### src/rtl/axistream_to_axi_ax_decoder_if.sv
// Stream-in / AXI-request-out bundle for the AX decoder.
// "slave" is the decoder's view: it consumes the stream and drives AR/AW.
// "master" is the environment's view: it produces the stream and consumes AR/AW.
interface axistream_to_axi_ax_decoder_if #(
   parameter int unsigned DATA_WIDTH = 128,
   parameter int unsigned ADDR_WIDTH = 64,
   parameter int unsigned ID_WIDTH   = 32,
   parameter int unsigned BURST_LEN  = 8,
   parameter int unsigned LOCK_WIDTH = 2,
   parameter int unsigned USER_WIDTH = 64
) ();
   logic [DATA_WIDTH-1:0] stream_tdata;
   logic                  stream_tlast;
   logic                  stream_tvalid;
   logic                  stream_tready;

   logic [ID_WIDTH-1:0]   AXIM_arid;
   logic [ADDR_WIDTH-1:0] AXIM_araddr;
   logic [BURST_LEN-1:0]  AXIM_arlen;
   logic [2:0]            AXIM_arsize;
   logic [1:0]            AXIM_arburst;
   logic [LOCK_WIDTH-1:0] AXIM_arlock;
   logic [3:0]            AXIM_arcache;
   logic [2:0]            AXIM_arprot;
   logic [3:0]            AXIM_arregion;
   logic [3:0]            AXIM_arqos;
   logic [USER_WIDTH-1:0] AXIM_aruser;
   logic                  AXIM_arvalid;
   logic                  AXIM_arready;

   logic [ID_WIDTH-1:0]   AXIM_awid;
   logic [ADDR_WIDTH-1:0] AXIM_awaddr;
   logic [BURST_LEN-1:0]  AXIM_awlen;
   logic [2:0]            AXIM_awsize;
   logic [1:0]            AXIM_awburst;
   logic [LOCK_WIDTH-1:0] AXIM_awlock;
   logic [3:0]            AXIM_awcache;
   logic [2:0]            AXIM_awprot;
   logic [3:0]            AXIM_awregion;
   logic [3:0]            AXIM_awqos;
   logic [USER_WIDTH-1:0] AXIM_awuser;
   logic                  AXIM_awvalid;
   logic                  AXIM_awready;

   modport master (
      output stream_tdata, stream_tlast, stream_tvalid,
      input  stream_tready,
      input  AXIM_arid, AXIM_araddr, AXIM_arlen, AXIM_arsize, AXIM_arburst, AXIM_arlock,
      input  AXIM_arcache, AXIM_arprot, AXIM_arregion, AXIM_arqos, AXIM_aruser, AXIM_arvalid,
      output AXIM_arready,
      input  AXIM_awid, AXIM_awaddr, AXIM_awlen, AXIM_awsize, AXIM_awburst, AXIM_awlock,
      input  AXIM_awcache, AXIM_awprot, AXIM_awregion, AXIM_awqos, AXIM_awuser, AXIM_awvalid,
      output AXIM_awready
   );

   modport slave (
      input  stream_tdata, stream_tlast, stream_tvalid,
      output stream_tready,
      output AXIM_arid, AXIM_araddr, AXIM_arlen, AXIM_arsize, AXIM_arburst, AXIM_arlock,
      output AXIM_arcache, AXIM_arprot, AXIM_arregion, AXIM_arqos, AXIM_aruser, AXIM_arvalid,
      input  AXIM_arready,
      output AXIM_awid, AXIM_awaddr, AXIM_awlen, AXIM_awsize, AXIM_awburst, AXIM_awlock,
      output AXIM_awcache, AXIM_awprot, AXIM_awregion, AXIM_awqos, AXIM_awuser, AXIM_awvalid,
      input  AXIM_awready
   );
endinterface

### src/rtl/axistream_to_axi_ax_decoder.sv
// Reassembles multi-beat AR/AW header records from a stream and replays them as AXI requests.
// Malformed records (short, long, bad type) are dropped and counted.
module axistream_to_axi_ax_decoder #(
   parameter int unsigned DATA_WIDTH = 128,
   parameter int unsigned ADDR_WIDTH = 64,
   parameter int unsigned ID_WIDTH   = 32,
   parameter int unsigned BURST_LEN  = 8,
   parameter int unsigned LOCK_WIDTH = 2,
   parameter int unsigned USER_WIDTH = 64,
   parameter int unsigned TYPE_WIDTH = 1,
   parameter int unsigned CNT_WIDTH  = 16
) (
   input  logic                 clk,
   input  logic                 reset,
   axistream_to_axi_ax_decoder_if.slave bus,
   output logic                 err_pulse,
   output logic [CNT_WIDTH-1:0] ar_count,
   output logic [CNT_WIDTH-1:0] aw_count,
   output logic [CNT_WIDTH-1:0] err_count
);
   localparam int unsigned FLD_BITS = ID_WIDTH + ADDR_WIDTH + BURST_LEN + 3 + 2 + LOCK_WIDTH
                                      + 4 + 3 + 4 + 4 + USER_WIDTH;
   localparam int unsigned HDR_BITS = TYPE_WIDTH + FLD_BITS;
   localparam int unsigned BEATS    = (HDR_BITS + DATA_WIDTH - 1) / DATA_WIDTH;
   localparam int unsigned BUF_BITS = BEATS * DATA_WIDTH;
   localparam int unsigned CNT_BITS = (BEATS > 1) ? $clog2(BEATS) : 1;
   localparam logic [CNT_BITS-1:0] LAST_IDX = CNT_BITS'(BEATS - 1);

   // Field offsets inside a slot (type field stripped).
   localparam int unsigned F_ADDR   = ID_WIDTH;
   localparam int unsigned F_LEN    = F_ADDR + ADDR_WIDTH;
   localparam int unsigned F_SIZE   = F_LEN + BURST_LEN;
   localparam int unsigned F_BURST  = F_SIZE + 3;
   localparam int unsigned F_LOCK   = F_BURST + 2;
   localparam int unsigned F_CACHE  = F_LOCK + LOCK_WIDTH;
   localparam int unsigned F_PROT   = F_CACHE + 4;
   localparam int unsigned F_REGION = F_PROT + 3;
   localparam int unsigned F_QOS    = F_REGION + 4;
   localparam int unsigned F_USER   = F_QOS + 4;

   typedef enum logic [0:0] {StCollect, StDiscard} state_e;

   state_e                  state_q, state_d;
   logic [CNT_BITS-1:0]     cnt_q, cnt_d;
   logic [TYPE_WIDTH-1:0]   type_q, type_d;
   logic [BUF_BITS-1:0]     buf_q, buf_d;
   logic                    ar_vld_q, ar_vld_d, aw_vld_q, aw_vld_d;
   logic [FLD_BITS-1:0]     ar_fld_q, ar_fld_d, aw_fld_q, aw_fld_d;
   logic                    err_q, err_d;
   logic [CNT_WIDTH-1:0]    ar_cnt_q, ar_cnt_d, aw_cnt_q, aw_cnt_d, err_cnt_q, err_cnt_d;

   logic [TYPE_WIDTH-1:0]   rec_type;
   logic                    is_ar, is_aw, ar_full, aw_full, at_last, tready, beat;
   logic                    load_ar, load_aw, drop;
   logic [BUF_BITS-1:0]     rec;
   logic                    unused_bits;

   // Receive FSM, slot management and statistics next-state.
   always_comb begin
      state_d   = state_q;
      cnt_d     = cnt_q;
      type_d    = type_q;
      buf_d     = buf_q;
      load_ar   = 1'b0;
      load_aw   = 1'b0;
      drop      = 1'b0;

      // On beat 0 the type is still on the wire, not yet latched.
      rec_type = (cnt_q == '0) ? bus.stream_tdata[TYPE_WIDTH-1:0] : type_q;
      is_ar    = (rec_type == '0);
      is_aw    = (rec_type == TYPE_WIDTH'(1));
      ar_full  = ar_vld_q & ~bus.AXIM_arready;
      aw_full  = aw_vld_q & ~bus.AXIM_awready;
      at_last  = (state_q == StCollect) && (cnt_q == LAST_IDX);
      // Only the final beat of a record can be stalled, and only by its own slot.
      tready   = !(at_last && ((is_ar && ar_full) || (is_aw && aw_full)));
      beat     = bus.stream_tvalid && tready;

      rec = buf_q;
      rec[(BEATS-1)*DATA_WIDTH +: DATA_WIDTH] = bus.stream_tdata;

      if (beat) begin
         unique case (state_q)
            StCollect: begin
               if (cnt_q == '0) type_d = bus.stream_tdata[TYPE_WIDTH-1:0];
               if (cnt_q == LAST_IDX) begin
                  cnt_d = '0;
                  if (!bus.stream_tlast) begin
                     drop    = 1'b1;
                     state_d = StDiscard;
                  end else if (is_ar) begin
                     load_ar = 1'b1;
                  end else if (is_aw) begin
                     load_aw = 1'b1;
                  end else begin
                     drop = 1'b1;
                  end
               end else if (bus.stream_tlast) begin
                  drop  = 1'b1;
                  cnt_d = '0;
               end else begin
                  buf_d[int'(cnt_q)*DATA_WIDTH +: DATA_WIDTH] = bus.stream_tdata;
                  cnt_d = cnt_q + CNT_BITS'(1);
               end
            end
            StDiscard: begin
               if (bus.stream_tlast) state_d = StCollect;
            end
            default: state_d = StCollect;
         endcase
      end

      // A load in the same cycle as a drain keeps valid high with the new fields.
      ar_vld_d = load_ar | ar_full;
      aw_vld_d = load_aw | aw_full;
      ar_fld_d = load_ar ? rec[HDR_BITS-1:TYPE_WIDTH] : ar_fld_q;
      aw_fld_d = load_aw ? rec[HDR_BITS-1:TYPE_WIDTH] : aw_fld_q;
      err_d    = drop;

      ar_cnt_d  = (load_ar && ar_cnt_q != '1) ? ar_cnt_q + CNT_WIDTH'(1) : ar_cnt_q;
      aw_cnt_d  = (load_aw && aw_cnt_q != '1) ? aw_cnt_q + CNT_WIDTH'(1) : aw_cnt_q;
      err_cnt_d = (drop && err_cnt_q != '1) ? err_cnt_q + CNT_WIDTH'(1) : err_cnt_q;
   end

   assign unused_bits = ^{rec[BUF_BITS-1:HDR_BITS], rec[TYPE_WIDTH-1:0]};

   // All state registers, synchronous reset.
   always_ff @(posedge clk) begin
      if (reset) begin
         state_q   <= StCollect;
         cnt_q     <= '0;
         type_q    <= '0;
         buf_q     <= '0;
         ar_vld_q  <= 1'b0;
         aw_vld_q  <= 1'b0;
         ar_fld_q  <= '0;
         aw_fld_q  <= '0;
         err_q     <= 1'b0;
         ar_cnt_q  <= '0;
         aw_cnt_q  <= '0;
         err_cnt_q <= '0;
      end else begin
         state_q   <= state_d;
         cnt_q     <= cnt_d;
         type_q    <= type_d;
         buf_q     <= buf_d;
         ar_vld_q  <= ar_vld_d;
         aw_vld_q  <= aw_vld_d;
         ar_fld_q  <= ar_fld_d;
         aw_fld_q  <= aw_fld_d;
         err_q     <= err_d;
         ar_cnt_q  <= ar_cnt_d;
         aw_cnt_q  <= aw_cnt_d;
         err_cnt_q <= err_cnt_d;
      end
   end

   assign bus.stream_tready = tready;

   assign bus.AXIM_arvalid  = ar_vld_q;
   assign bus.AXIM_arid     = ar_fld_q[0 +: ID_WIDTH];
   assign bus.AXIM_araddr   = ar_fld_q[F_ADDR +: ADDR_WIDTH];
   assign bus.AXIM_arlen    = ar_fld_q[F_LEN +: BURST_LEN];
   assign bus.AXIM_arsize   = ar_fld_q[F_SIZE +: 3];
   assign bus.AXIM_arburst  = ar_fld_q[F_BURST +: 2];
   assign bus.AXIM_arlock   = ar_fld_q[F_LOCK +: LOCK_WIDTH];
   assign bus.AXIM_arcache  = ar_fld_q[F_CACHE +: 4];
   assign bus.AXIM_arprot   = ar_fld_q[F_PROT +: 3];
   assign bus.AXIM_arregion = ar_fld_q[F_REGION +: 4];
   assign bus.AXIM_arqos    = ar_fld_q[F_QOS +: 4];
   assign bus.AXIM_aruser   = ar_fld_q[F_USER +: USER_WIDTH];

   assign bus.AXIM_awvalid  = aw_vld_q;
   assign bus.AXIM_awid     = aw_fld_q[0 +: ID_WIDTH];
   assign bus.AXIM_awaddr   = aw_fld_q[F_ADDR +: ADDR_WIDTH];
   assign bus.AXIM_awlen    = aw_fld_q[F_LEN +: BURST_LEN];
   assign bus.AXIM_awsize   = aw_fld_q[F_SIZE +: 3];
   assign bus.AXIM_awburst  = aw_fld_q[F_BURST +: 2];
   assign bus.AXIM_awlock   = aw_fld_q[F_LOCK +: LOCK_WIDTH];
   assign bus.AXIM_awcache  = aw_fld_q[F_CACHE +: 4];
   assign bus.AXIM_awprot   = aw_fld_q[F_PROT +: 3];
   assign bus.AXIM_awregion = aw_fld_q[F_REGION +: 4];
   assign bus.AXIM_awqos    = aw_fld_q[F_QOS +: 4];
   assign bus.AXIM_awuser   = aw_fld_q[F_USER +: USER_WIDTH];

   assign err_pulse = err_q;
   assign ar_count  = ar_cnt_q;
   assign aw_count  = aw_cnt_q;
   assign err_count = err_cnt_q;
endmodule

### src/flat_wrapper.sv
// flat-port wrapper written by rule: the top's interface ports become plain ports
module axistream_to_axi_ax_decoder_flat 
#(
   parameter int unsigned DATA_WIDTH = 128,
   parameter int unsigned ADDR_WIDTH = 64,
   parameter int unsigned ID_WIDTH   = 32,
   parameter int unsigned BURST_LEN  = 8,
   parameter int unsigned LOCK_WIDTH = 2,
   parameter int unsigned USER_WIDTH = 64,
   parameter int unsigned TYPE_WIDTH = 1,
   parameter int unsigned CNT_WIDTH  = 16
)
  (clk, reset, err_pulse, ar_count, aw_count, err_count, bus_stream_tdata, bus_stream_tlast, bus_stream_tvalid, bus_stream_tready, bus_AXIM_arid, bus_AXIM_araddr, bus_AXIM_arlen, bus_AXIM_arsize, bus_AXIM_arburst, bus_AXIM_arlock, bus_AXIM_arcache, bus_AXIM_arprot, bus_AXIM_arregion, bus_AXIM_arqos, bus_AXIM_aruser, bus_AXIM_arvalid, bus_AXIM_arready, bus_AXIM_awid, bus_AXIM_awaddr, bus_AXIM_awlen, bus_AXIM_awsize, bus_AXIM_awburst, bus_AXIM_awlock, bus_AXIM_awcache, bus_AXIM_awprot, bus_AXIM_awregion, bus_AXIM_awqos, bus_AXIM_awuser, bus_AXIM_awvalid, bus_AXIM_awready);
  axistream_to_axi_ax_decoder_if #(.DATA_WIDTH(DATA_WIDTH), .ADDR_WIDTH(ADDR_WIDTH), .ID_WIDTH(ID_WIDTH), .BURST_LEN(BURST_LEN), .LOCK_WIDTH(LOCK_WIDTH), .USER_WIDTH(USER_WIDTH)) bus_i ();
  input  logic clk;
  input  logic reset;
  output logic err_pulse;
  output logic [CNT_WIDTH-1:0] ar_count;
  output logic [CNT_WIDTH-1:0] aw_count;
  output logic [CNT_WIDTH-1:0] err_count;
  input wire logic [$bits(bus_i.stream_tdata)-1:0] bus_stream_tdata;
  input wire logic [$bits(bus_i.stream_tlast)-1:0] bus_stream_tlast;
  input wire logic [$bits(bus_i.stream_tvalid)-1:0] bus_stream_tvalid;
  output wire logic [$bits(bus_i.stream_tready)-1:0] bus_stream_tready;
  output wire logic [$bits(bus_i.AXIM_arid)-1:0] bus_AXIM_arid;
  output wire logic [$bits(bus_i.AXIM_araddr)-1:0] bus_AXIM_araddr;
  output wire logic [$bits(bus_i.AXIM_arlen)-1:0] bus_AXIM_arlen;
  output wire logic [$bits(bus_i.AXIM_arsize)-1:0] bus_AXIM_arsize;
  output wire logic [$bits(bus_i.AXIM_arburst)-1:0] bus_AXIM_arburst;
  output wire logic [$bits(bus_i.AXIM_arlock)-1:0] bus_AXIM_arlock;
  output wire logic [$bits(bus_i.AXIM_arcache)-1:0] bus_AXIM_arcache;
  output wire logic [$bits(bus_i.AXIM_arprot)-1:0] bus_AXIM_arprot;
  output wire logic [$bits(bus_i.AXIM_arregion)-1:0] bus_AXIM_arregion;
  output wire logic [$bits(bus_i.AXIM_arqos)-1:0] bus_AXIM_arqos;
  output wire logic [$bits(bus_i.AXIM_aruser)-1:0] bus_AXIM_aruser;
  output wire logic [$bits(bus_i.AXIM_arvalid)-1:0] bus_AXIM_arvalid;
  input wire logic [$bits(bus_i.AXIM_arready)-1:0] bus_AXIM_arready;
  output wire logic [$bits(bus_i.AXIM_awid)-1:0] bus_AXIM_awid;
  output wire logic [$bits(bus_i.AXIM_awaddr)-1:0] bus_AXIM_awaddr;
  output wire logic [$bits(bus_i.AXIM_awlen)-1:0] bus_AXIM_awlen;
  output wire logic [$bits(bus_i.AXIM_awsize)-1:0] bus_AXIM_awsize;
  output wire logic [$bits(bus_i.AXIM_awburst)-1:0] bus_AXIM_awburst;
  output wire logic [$bits(bus_i.AXIM_awlock)-1:0] bus_AXIM_awlock;
  output wire logic [$bits(bus_i.AXIM_awcache)-1:0] bus_AXIM_awcache;
  output wire logic [$bits(bus_i.AXIM_awprot)-1:0] bus_AXIM_awprot;
  output wire logic [$bits(bus_i.AXIM_awregion)-1:0] bus_AXIM_awregion;
  output wire logic [$bits(bus_i.AXIM_awqos)-1:0] bus_AXIM_awqos;
  output wire logic [$bits(bus_i.AXIM_awuser)-1:0] bus_AXIM_awuser;
  output wire logic [$bits(bus_i.AXIM_awvalid)-1:0] bus_AXIM_awvalid;
  input wire logic [$bits(bus_i.AXIM_awready)-1:0] bus_AXIM_awready;
  assign bus_i.stream_tdata = bus_stream_tdata;
  assign bus_i.stream_tlast = bus_stream_tlast;
  assign bus_i.stream_tvalid = bus_stream_tvalid;
  assign bus_stream_tready = bus_i.stream_tready;
  assign bus_AXIM_arid = bus_i.AXIM_arid;
  assign bus_AXIM_araddr = bus_i.AXIM_araddr;
  assign bus_AXIM_arlen = bus_i.AXIM_arlen;
  assign bus_AXIM_arsize = bus_i.AXIM_arsize;
  assign bus_AXIM_arburst = bus_i.AXIM_arburst;
  assign bus_AXIM_arlock = bus_i.AXIM_arlock;
  assign bus_AXIM_arcache = bus_i.AXIM_arcache;
  assign bus_AXIM_arprot = bus_i.AXIM_arprot;
  assign bus_AXIM_arregion = bus_i.AXIM_arregion;
  assign bus_AXIM_arqos = bus_i.AXIM_arqos;
  assign bus_AXIM_aruser = bus_i.AXIM_aruser;
  assign bus_AXIM_arvalid = bus_i.AXIM_arvalid;
  assign bus_i.AXIM_arready = bus_AXIM_arready;
  assign bus_AXIM_awid = bus_i.AXIM_awid;
  assign bus_AXIM_awaddr = bus_i.AXIM_awaddr;
  assign bus_AXIM_awlen = bus_i.AXIM_awlen;
  assign bus_AXIM_awsize = bus_i.AXIM_awsize;
  assign bus_AXIM_awburst = bus_i.AXIM_awburst;
  assign bus_AXIM_awlock = bus_i.AXIM_awlock;
  assign bus_AXIM_awcache = bus_i.AXIM_awcache;
  assign bus_AXIM_awprot = bus_i.AXIM_awprot;
  assign bus_AXIM_awregion = bus_i.AXIM_awregion;
  assign bus_AXIM_awqos = bus_i.AXIM_awqos;
  assign bus_AXIM_awuser = bus_i.AXIM_awuser;
  assign bus_AXIM_awvalid = bus_i.AXIM_awvalid;
  assign bus_i.AXIM_awready = bus_AXIM_awready;
  axistream_to_axi_ax_decoder #(.DATA_WIDTH(DATA_WIDTH), .ADDR_WIDTH(ADDR_WIDTH), .ID_WIDTH(ID_WIDTH), .BURST_LEN(BURST_LEN), .LOCK_WIDTH(LOCK_WIDTH), .USER_WIDTH(USER_WIDTH), .TYPE_WIDTH(TYPE_WIDTH), .CNT_WIDTH(CNT_WIDTH)) u_core (.clk(clk), .reset(reset), .bus(bus_i), .err_pulse(err_pulse), .ar_count(ar_count), .aw_count(aw_count), .err_count(err_count));
endmodule
### config.mk
export PLATFORM = sky130hd
export DESIGN_NAME = axistream_to_axi_ax_decoder_flat
export DESIGN_NICKNAME = d
export VERILOG_FILES = /design/src/rtl/axistream_to_axi_ax_decoder_if.sv /design/src/rtl/axistream_to_axi_ax_decoder.sv /design/src/flat_wrapper.sv
export SDC_FILE = /design/constraint.sdc
export NUM_CORES = 1
export LEC_CHECK = 0
export CORE_AREA = 2 2 220 222
export DETAILED_ROUTE_END_ITERATION = 10
export DIE_AREA = 0 0 222 224
export GPL_TIMING_DRIVEN = 0
export PLACE_DENSITY_LB_ADDON = 0.3
export SKIP_CTS_REPAIR_TIMING = 1
export SLEW_MARGIN = 30
export SYNTH_ARGS = -nofsm -noshare
export SYNTH_HDL_FRONTEND = slang
export SYNTH_SLANG_ARGS = --single-unit
export TNS_END_PERCENT = 30
### constraint.sdc
create_clock -name clk -period 2.73 [get_ports clk]
set_input_delay 0.273 -clock clk [delete_from_list [all_inputs] [get_ports clk]]
set_output_delay 0.273 -clock clk [all_outputs]
set_load 0.1 [all_outputs]
==> metrics.sh <==
STATUS='finished clean'
AREA_DELTA_SYNTH_FINAL_PCT=38.56
INITIALDRTVIOLATIONCOUNT=1418
WORSTPATHMAXFANOUT=5
NUMBER_OF_SYNTHESIZED_FLOPS_WITH_AN_ENABLE_PIN=0
CELL_TAKING_THE_MOST_AREA_AFTER_SYNTHESIS='dfxtp_1'
TOTALWIRELENGTH_MICRONS=74570
GRT_PASS1_WL_MICRONS=110100
DP_HPWL_MICRONS=56990
SYNTH_TOP_CELL_AREA_SHARE=0.5608
CLK_PIN_SLEW_WORST_PATHS_PS=60
FP.DIEAREA_SQ_UM=49730
R2R_CELLS=6
INITIAL_ANTENNA_VIOLATION_COUNT=0
WORST_SLEW_PIN_SLEW_PS=1052
INITIAL_CORE_UTIL=0.4230
NETLIST_INSTANCES=2525
END_OF_THE_WORST_REGISTER_TO_REGISTER_PATH='u_core.aw_fld_q[175]'
LEAKAGE_nW=9.555
TIMING_HOLD_VIOLATIONS_FINAL=0
INSERTEDDIODECOUNT=0
PLACED_CELLS_INCL_TAPS=3704
DIE_WIDTH_MICRONS=222
CORE.ROWCOUNT=80
CLOCK_TREE.ROOT_CELL='clkbuf_16'
DRIVE_ABOVE_1_SHARE=0.08318
YOSYSWARNINGS=0
POST-ROUTE-UTIL=0.5861
DETAIL_ROUTE.VIAS_PER_CELL=5.196
CRITICAL_PATH.MAX_STAGE_DELAY_PS=1220
DR.PASS1.ITERS=5
GRT_MAX_DEGREE=15
SYN-MEAN-INSTANCE-AREA_SQ_UM=7.931
SYNTH_FP_NETS=2664
CRITPATHSLOWESTCELL='clkdlybuf4s50_1'
ARRIVAL_TIME_REPORTED_FOR_THE_CRITICAL_PATH_ENDPOINT_PS=2300
POST_SYNTH_MAIN_AREA_CONTRIBUTORS='dfxtp_1 (56%), nand2_1 (19%), a21oi_1 (13%), clkbuf_1 (2.2%), buf_2 (1.5%)'
SYNTHARSTFLOPSHARE=0
WORST-R2R-SETUP-SLACK_PS=210
FMAX_GHz=0.3880
UNREPAIRED_SETUP_ENDPOINTS_AFTER_GLOBAL_ROUTING='false'
TIMING.FINAL.MAX_SLEW_VIOLATIONS=0
HOLDPATHSTAGES=3
CLOCK_SINK_COUNT=561
IR_DROP_mV=0.4274
CTS_MADE_BUFFERS=56
CRITICAL_PATH.N_BUFFERS_INVERTERS=1
GRTUSAGETOTAL=0.2870
PLACEABLECOREAREA_SQ_UM=47350
CTS-HTREE-LEVELS=2
CRIT_PATH_CELL_TRACE='clkdlybuf4s50_1'
MIN_PERIOD_PS=2577
ANT_NETS=0
WORST_PATH_DOMINANT_CELL_FAMILY='buffers and inverters'
REG2REG_FROM='u_core.state_q'
SYNTH_AREA_SQ_UM=20030
OVERFLOW=0
NUM_VIAS=19750
NETS=3286
DIE_HEIGHT_MICRONS=224
POST-ROUTE-PERIOD-UTIL=0.9440
TIMING.CLOCK.SKEW_PS=11.49
WORST_SETUP_PATH_START_KIND='flop'
CELLPOWERDENSITY_nW_PER_UM2=610.2
ROUTEDWLPERCELL_MICRONS=19.62
FILLERINSTANCES=4319
NUMBER_OF_GLOBAL_ROUTE_VIAS_BEFORE_REPAIR=18899
INSERTION_DELAY_PS=600
PORT_BUFFERS=564
SYNTHDISTINCTLIBCELLS=54
POST-ROUTE-DRC-COUNT=0
YS_SEQ_ELEMENTS=561
SYNTH_SEQ_AREA_SHARE=0.5608
CRIT_PATH_END_KIND='output port'
TIMING.MAX_SLEW.REL_SLACK=0.2962
FINALNONFILLERCELLS=3801
REQUIRED_PS=2460
SYNTH-MAIN-FF-CELL='dfxtp_1'
NUMBER_OF_MAXIMUM_CAPACITANCE_CONSTRAINT_VIOLATIONS=0
SETUP_VIOL=0
WORST_HOLD_PATH.ENDPOINT='u_core.ar_count[6]'
HOLD_START='reset'
GP_ROUTABILITY_CONGESTION=0.9695
CLOCKBUFFERDEPTH=3
DESIGN.PORTCOUNT=566
CLOCK_TREE_FROM_TRITONCTS='built'
CRITICALPATHCATEGORY='flop to output port'
MIN_DELAY_WORST_TYPE='input port to flop'
[cell usage in the layout, fill, tap and decap left out, drive strengths merged, types with 19 or more instances in the layout]
master	n
nand2	1035
buf	152
nand3	19
clkbuf	200
xnor2	25
a21oi	517
nor2	48
dfxtp	561
nor4	23
clkdlybuf4s50	473
[worst max path at each step]
stage                    startpoint  slack [ps]  cells past startpoint                    to
2_1_floorplan    u_core.aw_count[0]         180                      7    u_core.aw_count[0]
3_3_place_gp      bus_stream_tvalid        -140                      7   u_core.aw_fld_q[49]
3_5_place_dp      bus_stream_tvalid        -190                      7  u_core.aw_fld_q[175]
4_1_cts        u_core.err_count[10]         130                      1         err_count[10]
5_1_grt              u_core.state_q          70                      6  u_core.aw_fld_q[175]
6_report       u_core.err_count[10]         150                      1         err_count[10]
[per-stage QoR]
| step | power (mW) | instance area, sq um | hold slack, ps | TNS, ps | setup WS [ps] |
|---|---|---|---|---|---|
| after global placement | 9.640 | 26440 | 440.5 | -13020 | -144.1 |
| final | 16.93 | 27750 | 183.7 | 0 | 152.8 |
| after floorplan | 9.135 | 20030 | 409.0 | 0 | 178.2 |
| after CTS | 17.02 | 27890 | 149.4 | 0 | 128.2 |
| after detailed placement | 9.654 | 26130 | 443.2 | -8624 | -185.8 |
| after global routing | 17.43 | 27750 | 193.6 | 0 | 73.29 |
[routing by layer]
metal | global-route usage | vias to the layer above | routed length, microns
met5 | 0 | - | 0
met4 | 0.1343 | 0 | 3244
met3 | 0.07988 | 164 | 6095
met2 | 0.4966 | 791 | 35960
met1 | 0.3291 | 9321 | 29270
li1 | - | 9474 | -
[synth_stat cells, types with 3 or more instances]
cell	number
nand2_1	1033
dfxtp_1	561
a21oi_1	517
clkbuf_1	117
buf_2	59
nor2_1	47
xnor2_1	25
nor4_1	21
nand3_1	17
nand4_1	14
nor3_1	12
nor2b_1	9
inv_1	8
mux2_2	7
ha_1	5
o21ai_0	5
or4_1	5
nand2b_1	4
or2_2	4
and3_1	3
and4_1	3
mux2i_1	3
o31ai_1	3
or3_1	3
xor2_1	3
[where the power goes]
part,total [mW],switching (mW),internal (mW)
Sequential,8.40,0.0974,8.31
Clock,7.45,3.23,4.23
Combinational,1.07,0.727,0.345
[final cells by class]
cell class,instances,area (sq um),share of cell area
repair buffers,564,5190,0.1870
well taps,615,769.5,0.02773
clock inverters,17,126.4,0.004554
plain buffers,181,775.7,0.02796
inverters,8,30.03,0.001082
multi-input cells,1775,7993,0.2880
flip-flops and latches,561,11230,0.4047
clock buffers,80,1633,0.05884
[state kept, by name, summed over array words and instances, names as in the netlist]
name / cells
u_core.buf_q: 127
u_core.err_count: 16
u_core.bus.AXIM_awvalid: 1
u_core.state_q: 1
u_core.ar_fld_q: 190
u_core.err_pulse: 1
u_core.ar_count: 16
u_core.type_q: 1
u_core.cnt_q: 1
u_core.aw_count: 16
u_core.bus.AXIM_arvalid: 1
u_core.aw_fld_q: 190
[cells by family (layout without fill, tap and decap cells)]
group / after synthesis / in the layout / synth area share
buffers and inverters: 189 / 850 / 0.04005
AO/OA/AOI/OAI: 537 / 537 / 0.1373
AND/OR/NAND/NOR: 1195 / 1195 / 0.2411
XOR/XNOR: 28 / 28 / 0.01225
multiplexers: 10 / 10 / 0.005436
adder cells (fa/ha/maj): 5 / 5 / 0.003124
flip-flops: 561 / 561 / 0.5608
Power figures use the tool's default switching activity.
